`src/rtl/vend_ctrl.sv`:
```
// Transaction controller for a dual-slot coin vending machine: coin arbitration,
// selection checking, dispense handshake and unit-by-unit change return.
module vend_ctrl #(
  parameter int PRICE      = 3,
  parameter int MAX_CREDIT = 7,
  parameter int CW         = 3,
  parameter int NPROD      = 4,
  parameter int STOCK_INIT = 4,
  parameter int SW         = 3,
  localparam int SELW      = (NPROD > 1) ? $clog2(NPROD) : 1
) (
  input  logic             clk,
  input  logic             rst,
  input  logic [1:0]       coin_a,
  input  logic [1:0]       coin_b,
  output logic             coin_a_rdy,
  output logic             coin_b_rdy,
  output logic             coin_err,
  input  logic [SELW-1:0]  sel,
  input  logic             sel_vld,
  output logic             sel_nak,
  input  logic             cancel,
  input  logic             restock,
  output logic             disp_req,
  output logic [SELW-1:0]  disp_id,
  input  logic             disp_ack,
  output logic             chg_req,
  input  logic             chg_ack,
  output logic [CW-1:0]    credit,
  output logic [NPROD-1:0] sold_out,
  output logic             busy
);

  localparam logic [CW-1:0] PRICE_C = CW'(PRICE);
  localparam logic [CW:0]   MAX_C   = (CW+1)'(MAX_CREDIT);
  localparam logic [SW-1:0] INIT_C  = SW'(STOCK_INIT);

  typedef enum logic [1:0] {IDLE, VEND, CHANGE} state_t;

  state_t        state;
  logic [SW-1:0] stock [NPROD];
  logic          rr_b;

  logic [CW:0] sum_a, sum_b;
  logic        fit_a, fit_b, req_a, req_b;
  logic        cancel_go, vend_go, arb_en, grant_inv;

  // Code 11 carries value 0, so it always fits and only raises coin_err.
  function automatic logic [CW:0] coin_val(input logic [1:0] c);
    case (c)
      2'b01:   coin_val = (CW+1)'(1);
      2'b10:   coin_val = (CW+1)'(2);
      default: coin_val = '0;
    endcase
  endfunction

  always_comb begin
    sum_a      = {1'b0, credit} + coin_val(coin_a);
    sum_b      = {1'b0, credit} + coin_val(coin_b);
    fit_a      = (coin_a != 2'b00) && (sum_a <= MAX_C);
    fit_b      = (coin_b != 2'b00) && (sum_b <= MAX_C);
    cancel_go  = cancel && (credit != '0);
    vend_go    = !cancel_go && sel_vld && (credit >= PRICE_C) && (stock[sel] != '0);
    arb_en     = (state == IDLE) && !cancel_go && !vend_go;
    req_a      = arb_en && fit_a;
    req_b      = arb_en && fit_b;
    coin_a_rdy = req_a && (!req_b || !rr_b);
    coin_b_rdy = req_b && (!req_a || rr_b);
    grant_inv  = (coin_a_rdy && coin_a == 2'b11) || (coin_b_rdy && coin_b == 2'b11);
  end

  always_comb begin
    for (int i = 0; i < NPROD; i++) sold_out[i] = (stock[i] == '0);
  end

  assign busy = (state != IDLE);

  always_ff @(posedge clk or negedge rst) begin
    if (!rst) begin
      state    <= IDLE;
      credit   <= '0;
      rr_b     <= 1'b0;
      disp_req <= 1'b0;
      disp_id  <= '0;
      chg_req  <= 1'b0;
      sel_nak  <= 1'b0;
      coin_err <= 1'b0;
      for (int i = 0; i < NPROD; i++) stock[i] <= INIT_C;
    end else begin
      sel_nak  <= 1'b0;
      coin_err <= 1'b0;
      case (state)
        IDLE: begin
          if (cancel_go) begin
            state   <= CHANGE;
            chg_req <= 1'b1;
          end else if (vend_go) begin
            state    <= VEND;
            disp_req <= 1'b1;
            disp_id  <= sel;
            credit   <= credit - PRICE_C;
          end else begin
            sel_nak  <= sel_vld;
            coin_err <= grant_inv;
            if (coin_a_rdy)      credit <= sum_a[CW-1:0];
            else if (coin_b_rdy) credit <= sum_b[CW-1:0];
            // The pointer only rotates when both slots actually competed.
            if (req_a && req_b) rr_b <= !rr_b;
          end
          if (restock) begin
            for (int i = 0; i < NPROD; i++) stock[i] <= INIT_C;
          end
        end
        VEND: begin
          if (disp_ack) begin
            stock[disp_id] <= stock[disp_id] - SW'(1);
            disp_req       <= 1'b0;
            if (credit != '0) begin
              state   <= CHANGE;
              chg_req <= 1'b1;
            end else begin
              state <= IDLE;
            end
          end
        end
        CHANGE: begin
          if (chg_ack) begin
            credit <= credit - CW'(1);
            if (credit == CW'(1)) begin
              state   <= IDLE;
              chg_req <= 1'b0;
            end
          end
        end
        default: state <= IDLE;
      endcase
    end
  end

endmodule

```
`config.mk`:
```
export PLATFORM = sky130hd
export DESIGN_NAME = vend_ctrl
export DESIGN_NICKNAME = d
export VERILOG_FILES = /design/src/rtl/vend_ctrl.sv
export SDC_FILE = /design/constraint.sdc
export NUM_CORES = 1
export LEC_CHECK = 0
export CAP_MARGIN = 20
export CELL_PAD_IN_SITES_DETAIL_PLACEMENT = 0
export CELL_PAD_IN_SITES_GLOBAL_PLACEMENT = 2
export CORE_MARGIN = 2
export CORE_UTILIZATION = 30
export DETAILED_ROUTE_END_ITERATION = 10
export PLACE_DENSITY_LB_ADDON = 0.1
export SYNTH_ARGS = -nofsm -noshare
export SYNTH_HDL_FRONTEND = slang
export SYNTH_SLANG_ARGS = --single-unit
```
`constraint.sdc`:
```
create_clock -name clk -period 4.2 [get_ports clk]
set_input_delay 0.84 -clock clk [delete_from_list [all_inputs] [get_ports clk]]
set_output_delay 0.84 -clock clk [all_outputs]
set_load 0.01 [all_outputs]
```
**Word-level counts from Yosys, hierarchy flattened**

Index checks and enable logic that the tools add are counted.
Widths: inputs -> output; s select.

- $add $sub $neg: 5
- $lt $le $gt $ge: 6
- Equal/unequal tests: 19
- Multiplexer cells: 43
- Bitwise gates (word level): 4
- Reduce and logical (&&, ||, !) cells: 44

Operators by type and width:

| operator | number |
|---|---|
| $mux 3 | 10 |
| $mux 12 | 2 |
| $pmux 12 s2 | 1 |
| $logic_and 1x1->1 | 16 |
| $ne 2x2->1 const B | 8 |
| $reduce_and 4->1 | 4 |
| $mux 1 | 14 |
| $bmux 3 s2 | 2 |
| $bwmux 12 | 1 |
| $logic_not 3->1 | 4 |
| $mux 2 | 6 |
| $eq 2x2->1 const B | 5 |
| $reduce_bool 2->1 | 5 |
| $reduce_bool 3->1 | 3 |
| $add 3x4->4 | 2 |
| $le 4x3->1 const B | 2 |
| $pmux 2 s2 | 2 |
| $demux 3 s2 | 1 |
| $eq 2x1->1 const B | 3 |
| $ge 3x3->1 const B | 2 |
| $not 2->3 | 2 |
| $pmux 2 s3 | 1 |
| $pmux 3 s2 | 1 |
| $reduce_and 3->1 | 2 |
| other kinds (14) | 22 |

- Flip-flop bits (word level): 24
- Bits of input ports: 13
- Output and inout bits: 16
- Logic and storage cells: 133

**Depth between registers and ports, before layout**

Gate-level depths: netlist of the first run.

- Depth in word-level cells: 17
- Gate-level depth with buffers: 9
- Depth with buffers taken out: 9

**Least setup slack after synthesis of the first run**

No wires, ideal clock.

- Path type: input to output
- Start: input coin_b[0]
- End: output coin_b_rdy
- Data arrival time: 2.154 ns
- Required time: 3.360 ns
- Slack: 1.206 ns
- Cell stages on the path: 7
- Buffers on the path: 0
- Path through: nand2b_1 inv_1 ha_1 a21o_1 a21oi_1 nor3_4 nor4_1

- Word-level cells in the longest chain between the ends: 7
- Elaborated cells on any way between the ends: 9
- Classes of those cells: 1 x add/sub; 1 x order compare; 2 x eq/ne; 1 x mux; 4 x reduce/logical

Ends and longest elaborated chain:

| what | line | source |
|---|---|---|
| start: declaration | 15 | `input logic [1:0] coin_b,` |
| $eq 2x2->1 / $eq 2x1->1 (equally long branches) | 50 | `case (c)` |
| $pmux 2 s2 | 50 |  |
| $add 3x4->4 | 59 | `sum_b = {1'b0, credit} + coin_val(coin_b);` |
| $le 4x3->1 | 61 | `fit_b = (coin_b != 2'b00) && (sum_b <= MAX_C);` |
| $logic_and 1x1->1 * | 61 |  |
| $logic_and 1x1->1 * | 66 | `req_b = arb_en && fit_b;` |
| $logic_and 1x1->1 * | 68 | `coin_b_rdy = req_b && (!req_a \|\| rr_b);` |
| end: declaration | 17 | `output logic coin_b_rdy,` |

Mark *: on every way between the ends. The rest lies on a longest branch, timed or not.

**Worst setup path after layout of the first run**

Same ends and word-level chain as after synthesis.

==> summary.txt, run 1 <==
Clock transition at path regs: 0.09 ns
Critical path type: in -> out
Maximum VDD drop: 0.230 mV
Initial DRC count: 89
Num CTS Buffers: 3
Final instance area: 2170 um^2
Antenna viol nets, final: 0
Antenna violations before repair: 0
CP Launch Type: input port
Worst reg2reg endpoint: credit[2]
Top Ports: 29
Min-Delay Path Class: reg -> reg
Max_slew headroom: 62.3%
Overflow after GRT: 0
Maxcap violations: 0
Antenna Cells: 0
# DRC: 0
WL final: 4350 um
Distinct cells, synth: 50
Post-synth top area cell: dfrtp_1
H-tree depth: 1
Place WS: 0.142 ns
Final Hold Viols: 0
PnR Total Power: 1.36 mW
Post-synth ARST share: 100%
Synth cell count leaders: dfrtp_1 (20), inv_1 (14), nand2_1 (13), ha_1 (10), nor2_1 (9)
Total core area: 5440 um^2
Critical Path Fanout Max: 5
First-pass GRT wire length: 7360 um
CTS tree: yes
Mapped cell area: 1680 um^2
Placer Congestion: 0.845
Hold endpoint: rr_b
Final worst path period need: 3.97 ns
Ys Warns: 0
Synthesized flop and latch total: 24
Largest net degree at the start of global routing: 23
Width of the die: 78.8 um
Worst setup EP type: output port
DP Area: 2060 um^2
Post-Route Utilization: 39.8%
CTS Hold Buffers Added: 0
Initial Util: 30.8%
Die Area: 6210 um^2
Clk Latency, worst-skew pair: 0.27 ns
Top-count cell post-synth: dfrtp_1
Drt wl/cell: 15.6 um
Hold path start: rr_b
Hold Crit Depth: 1
Vias/cell: 5.17
Final worst slack: 0.229 ns
Drt pass-1 iters: 4
Worst reg2reg path depth: 9
Layout Nets: 233
Setup violators final: 0
Std-Cell Rows: 27
Most used flip-flop cell after synthesis: dfrtp_1
Total GRT Usage: 15.3%
Area grow syn2layout: 29.2%
Status: finished clean
FMAX: 252 MHz
RSZ-0062 raised after global routing: true
Port Buffers: 28
Vias in the first global route: 1400
Root Buffer: clkbuf_8
Avg Synthesized Cell Area: 9.64 um^2
Largest buffer count on any clock path: 2
Cells after synthesis: 174
Most area-consuming cells after synthesis: dfrtp_1 (30%), ha_1 (7.5%), dfstp_2 (6.3%)
Synth top area share: 29.8%
R2R Setup Slk: 1.64 ns
Reg2reg start: credit[1]
Worst Path Required: 3.36 ns
Layout cells sized above 1: 13.5%
Pwr dens: 626 nW/um^2
Post-synthesis sequential area ratio: 36.1%
Setup TNS: 0 ns
Syn Nets: 199
Fin. max-slew vios: 0
Clk sinks: 24
Final period util: 94.5%
EDFF count, synth: 0
Data arrival, critical path: 3.13 ns
Worst Tran Pin Value: 0.563 ns
Worst Skew: 0.00680 ns
Static leakage: 0.901 nW
Via count: 1443
Die Height: 78.8 um
Post-DP HPWL: 3410 um
==> power by group <==
group          leakage [nW]  total, mW  internal (mW)  switching (mW)
combinational         0.569      0.711          0.353           0.358
sequential            0.296      0.435          0.307           0.128
clock                0.0357      0.211          0.128          0.0838
total                 0.901       1.36          0.787           0.570
==> cell families after synthesis <==
| kind of cell | count (synthesis) | share of synthesized area, % |
|---|---|---|
| and+or+nand+nor | 63 | 21.0 |
| DFF | 24 | 36.1 |
| buffers and inverters | 20 | 4.62 |
| AOI/OAI and AO/OA | 42 | 18.4 |
| xor gates and xnor gates | 2 | 1.04 |
| muxes | 11 | 9.02 |
| adders and majority gates | 12 | 9.84 |
==> per-stage QoR <==
| stage | std cells | hold slack [ns] |
|---|---|---|
| 2_1_floorplan | 174 | 0.435 |
| 3_3_place_gp | 273 | 0.468 |
| 3_5_place_dp | 273 | 0.462 |
| 4_1_cts | 277 | 0.479 |
| 5_1_grt | 279 | 0.499 |
| 6_report | 279 | 0.478 |
==> layer usage <==
metal  track usage (%)  routed length (um)  up-vias
li1                  -                   -      699
met1              23.3                2200      697
met2              22.3                1890       45
met5                 0                   0        -
met3              3.41                 248        2
met4              2.63                  15        0
==> flip-flops by register name, indices dropped and copies added, names as in the netlist, 2 cells and up <==
| signal | flops |
|---|---|
| credit | 3 |
| state | 2 |
| stock | 12 |
| disp_id | 2 |
==> timing repair <==
action / CTS / global route
setup endpoints to repair: 0 / 2
resized for setup: 0 / 1
setup buffers: 0 / 1
==> worst max-delay path: stages <==
cell and delay [ns]:
clkdlybuf4s50_1 0.51, nand2b_1 0.17, inv_1 0.06, ha_1 0.26
a21o_1 0.20, nand2_1 0.06, o21ai_0 0.17, nor4_1 0.27
clkdlybuf4s50_1 0.59
==> how the worst max path moves through the flow <==
stage / to / startpoint
floorplan: coin_b_rdy / coin_b[0]
global placement: coin_a_rdy / coin_a[0]
detailed placement: coin_a_rdy / coin_a[0]
CTS: coin_a_rdy / coin_a[1]
global route: coin_b_rdy / coin_b[0]
finish: coin_b_rdy / coin_b[0]
==> cell usage in the layout (no fill, tap or decap), types with 5 or more instances in the layout <==
cell / count
clkdlybuf4s50_1: 28
dfrtp_1: 20
inv_1: 14
nand2_1: 13
ha_1: 10
nor2_1: 9
nor2b_1: 8
nand3_1: 7
a21oi_1: 6
o21ai_0: 6
nand2b_1: 5
nor3_1: 5
mux2i_1: 5
buf_4: 5
==> cell type report <==
type | instances | area [um^2]
Fill cell | 536 | 3270
Multi-Input combinational cell | 130 | 998
Sequential cell | 24 | 606
Timing Repair Buffer | 34 | 345
Tap cell | 72 | 90.1
Inverter | 15 | 56.3
Clock buffer | 3 | 41.3
Clock inverter | 1 | 30.0
Power figures use the tool's default switching activity.
==> run 2: changes to the inputs <==
==> constraint.sdc (replaced) <==
create_clock -name clk -period 4.2 [get_ports clk]
set_input_delay 0.63 -clock clk [delete_from_list [all_inputs] [get_ports clk]]
set_output_delay 0.63 -clock clk [all_outputs]
set_load 0.01 [all_outputs]
==> run 2 against run 1 <==
Register-to-register slack better by 0.11 ns; final area is 0.87% lower; die area stayed put; flip-flop and latch count stayed put; highest routed layer unchanged; combinational power is 2% lower.
==> summary.txt, run 2 (same netlist as run 1, synthesis figures left out) <==
Status: finished clean
Vias in the first global route: 1437 (+2.6%)
Die Area: 6210 um^2 (unchanged)
Drt wl/cell: 15.6 um (about the same)
Initial Util: 30.8% (unchanged)
Final period util: 88.3% (-6.3 points)
Total core area: 5440 um^2 (unchanged)
WL final: 4310 um (-0.78%)
Maximum VDD drop: 0.197 mV (-14%)
First-pass GRT wire length: 7250 um (-1.5%)
Antenna viol nets, final: 0 (unchanged)
Final worst path period need: 3.71 ns (-0.263 ns)
Initial DRC count: 63 (-29%)
Final instance area: 2150 um^2 (-0.87%)
Setup TNS: 0 ns (unchanged)
Post-DP HPWL: 3380 um (-0.76%)
Max_slew headroom: 64.8% (+2.5 points)
CTS Hold Buffers Added: 0 (unchanged)
Biggest register: stock
DP Area: 2050 um^2 (-0.36%)
Cts repair resizes: 0 (unchanged)
Critical Path Fanout Max: 6 (+1)
Std-Cell Rows: 27 (unchanged)
Via count: 1439 (-0.28%)
Post-CTS Setup Bufs: 0 (unchanged)
FMAX: 270 MHz (+7.1%)
Clk sinks: 24 (unchanged)
Worst Tran Pin Value: 0.522 ns (-0.0415 ns)
Final Hold Viols: 0 (unchanged)
Antenna violations before repair: 0 (unchanged)
Largest buffer count on any clock path: 2 (unchanged)
Worst Path Required: 3.57 ns (+0.21 ns)
Placer Congestion: 0.920 (+8.8%)
Layout Nets: 231 (-0.86%)
Pwr dens: 624 nW/um^2 (-0.36%)
Clk Latency, worst-skew pair: 0.27 ns (about the same)
Data arrival, critical path: 3.08 ns (-0.05 ns)
Most frequent cells in the layout: clkdlybuf4s50_1 (28), dfrtp_1 (20), inv_1 (14)
RSZ-0062 raised after global routing: false
Width of the die: 78.8 um (unchanged)
PnR Total Power: 1.34 mW (-1.2%)
Port Buffers: 28 (unchanged)
Fin. max-slew vios: 0 (unchanged)
Num CTS Buffers: 3 (unchanged)
Vias/cell: 5.19 (+0.44%)
CTS tree: yes
Top Ports: 29 (unchanged)
Static leakage: 0.891 nW (-1.1%)
Worst setup EP type: output port
Worst Skew: 0.00271 ns (-0.00408 ns)
Max reg flops: 12 (unchanged)
Critical path type: in -> out
Area grow syn2layout: 28.0%
Largest net degree at the start of global routing: 23 (unchanged)
CP Launch Type: input port
Overflow after GRT: 0 (unchanged)
H-tree depth: 1 (unchanged)
Layout cells sized above 1: 12.2% (-1.3 points)
Total GRT Usage: 14.9% (-0.37 points)
Top flop regs: stock x12, credit x3
# DRC: 0 (unchanged)
# fillers: 535 (-0.19%)
Root Buffer: clkbuf_8
Post-Route Utilization: 39.5% (-0.35 points)
Setup violators final: 0 (unchanged)
Maxcap violations: 0 (unchanged)
Antenna Cells: 0 (unchanged)
Min-Delay Path Class: reg -> reg
Drt pass-1 iters: 4 (unchanged)
Clock transition at path regs: 0.09 ns (about the same)
Die Height: 78.8 um (unchanged)
Commonest non-fill, non-tap cell in the layout: clkdlybuf4s50_1
==> run 2: cell count changes in the layout (fill, tap and decap cells not counted), sizes merged <==
cell	change
buf	-2
==> run 2: path summary, 6_finish.rpt <==
path	from	endpoint	slack (ns)	depth (start not counted)
max	coin_a[0]	coin_a_rdy	0.49	9
min	stock[11]	stock[11]	0.48	2
max reg2reg	credit[1]	credit[2]	1.75	9
min reg2reg	stock[11]	stock[11]	0.48	2
max in group asynchronous	rst	stock[8]	3.11	2
min in group asynchronous	rst	state[1]	0.61	1
==> run 2: power by group <==
group          switching (mW)  internal (mW)  total [mW]
clock                  0.0802          0.127       0.208
combinational           0.349          0.346       0.695
sequential              0.131          0.307       0.437
==> run 2: per-stage QoR <==
step                      instances  setup slack [ns]  hold WS (ns)
final                           277             0.492         0.479
after CTS                       276             0.478         0.478
after global placement          272             0.579         0.468
after global routing            277             0.307         0.513
after floorplan                 174              1.63         0.334
after detailed placement        272             0.507         0.464
==> run 2: area by class of cell <==
class / count / area (um^2) / area share [%]
Inverter: 15 / 56.3 / 2.62
Tap cell: 72 / 90.1 / 4.19
Sequential cell: 24 / 606 / 28.2
Timing Repair Buffer: 32 / 330 / 15.4
Clock inverter: 1 / 30.0 / 1.40
Multi-Input combinational cell: 130 / 995 / 46.3
Clock buffer: 3 / 41.3 / 1.92
==> run 2: critical path: stages <==
cell and delay [ns]:
clkdlybuf4s50_1 0.53, nand2b_1 0.18, inv_1 0.06, ha_1 0.26, a21oi_1 0.18, o22ai_2 0.16, nor3_4 0.33, and2_1 0.22
clkdlybuf4s50_1 0.55
==> run 2: per-layer routing <==
metal  share of wire [%]  global-route usage, %
met3                 5.5                   2.95
met4                 1.4                   3.86
met1                  51                   21.9
met5                   0                      0
met2                  43                   22.5
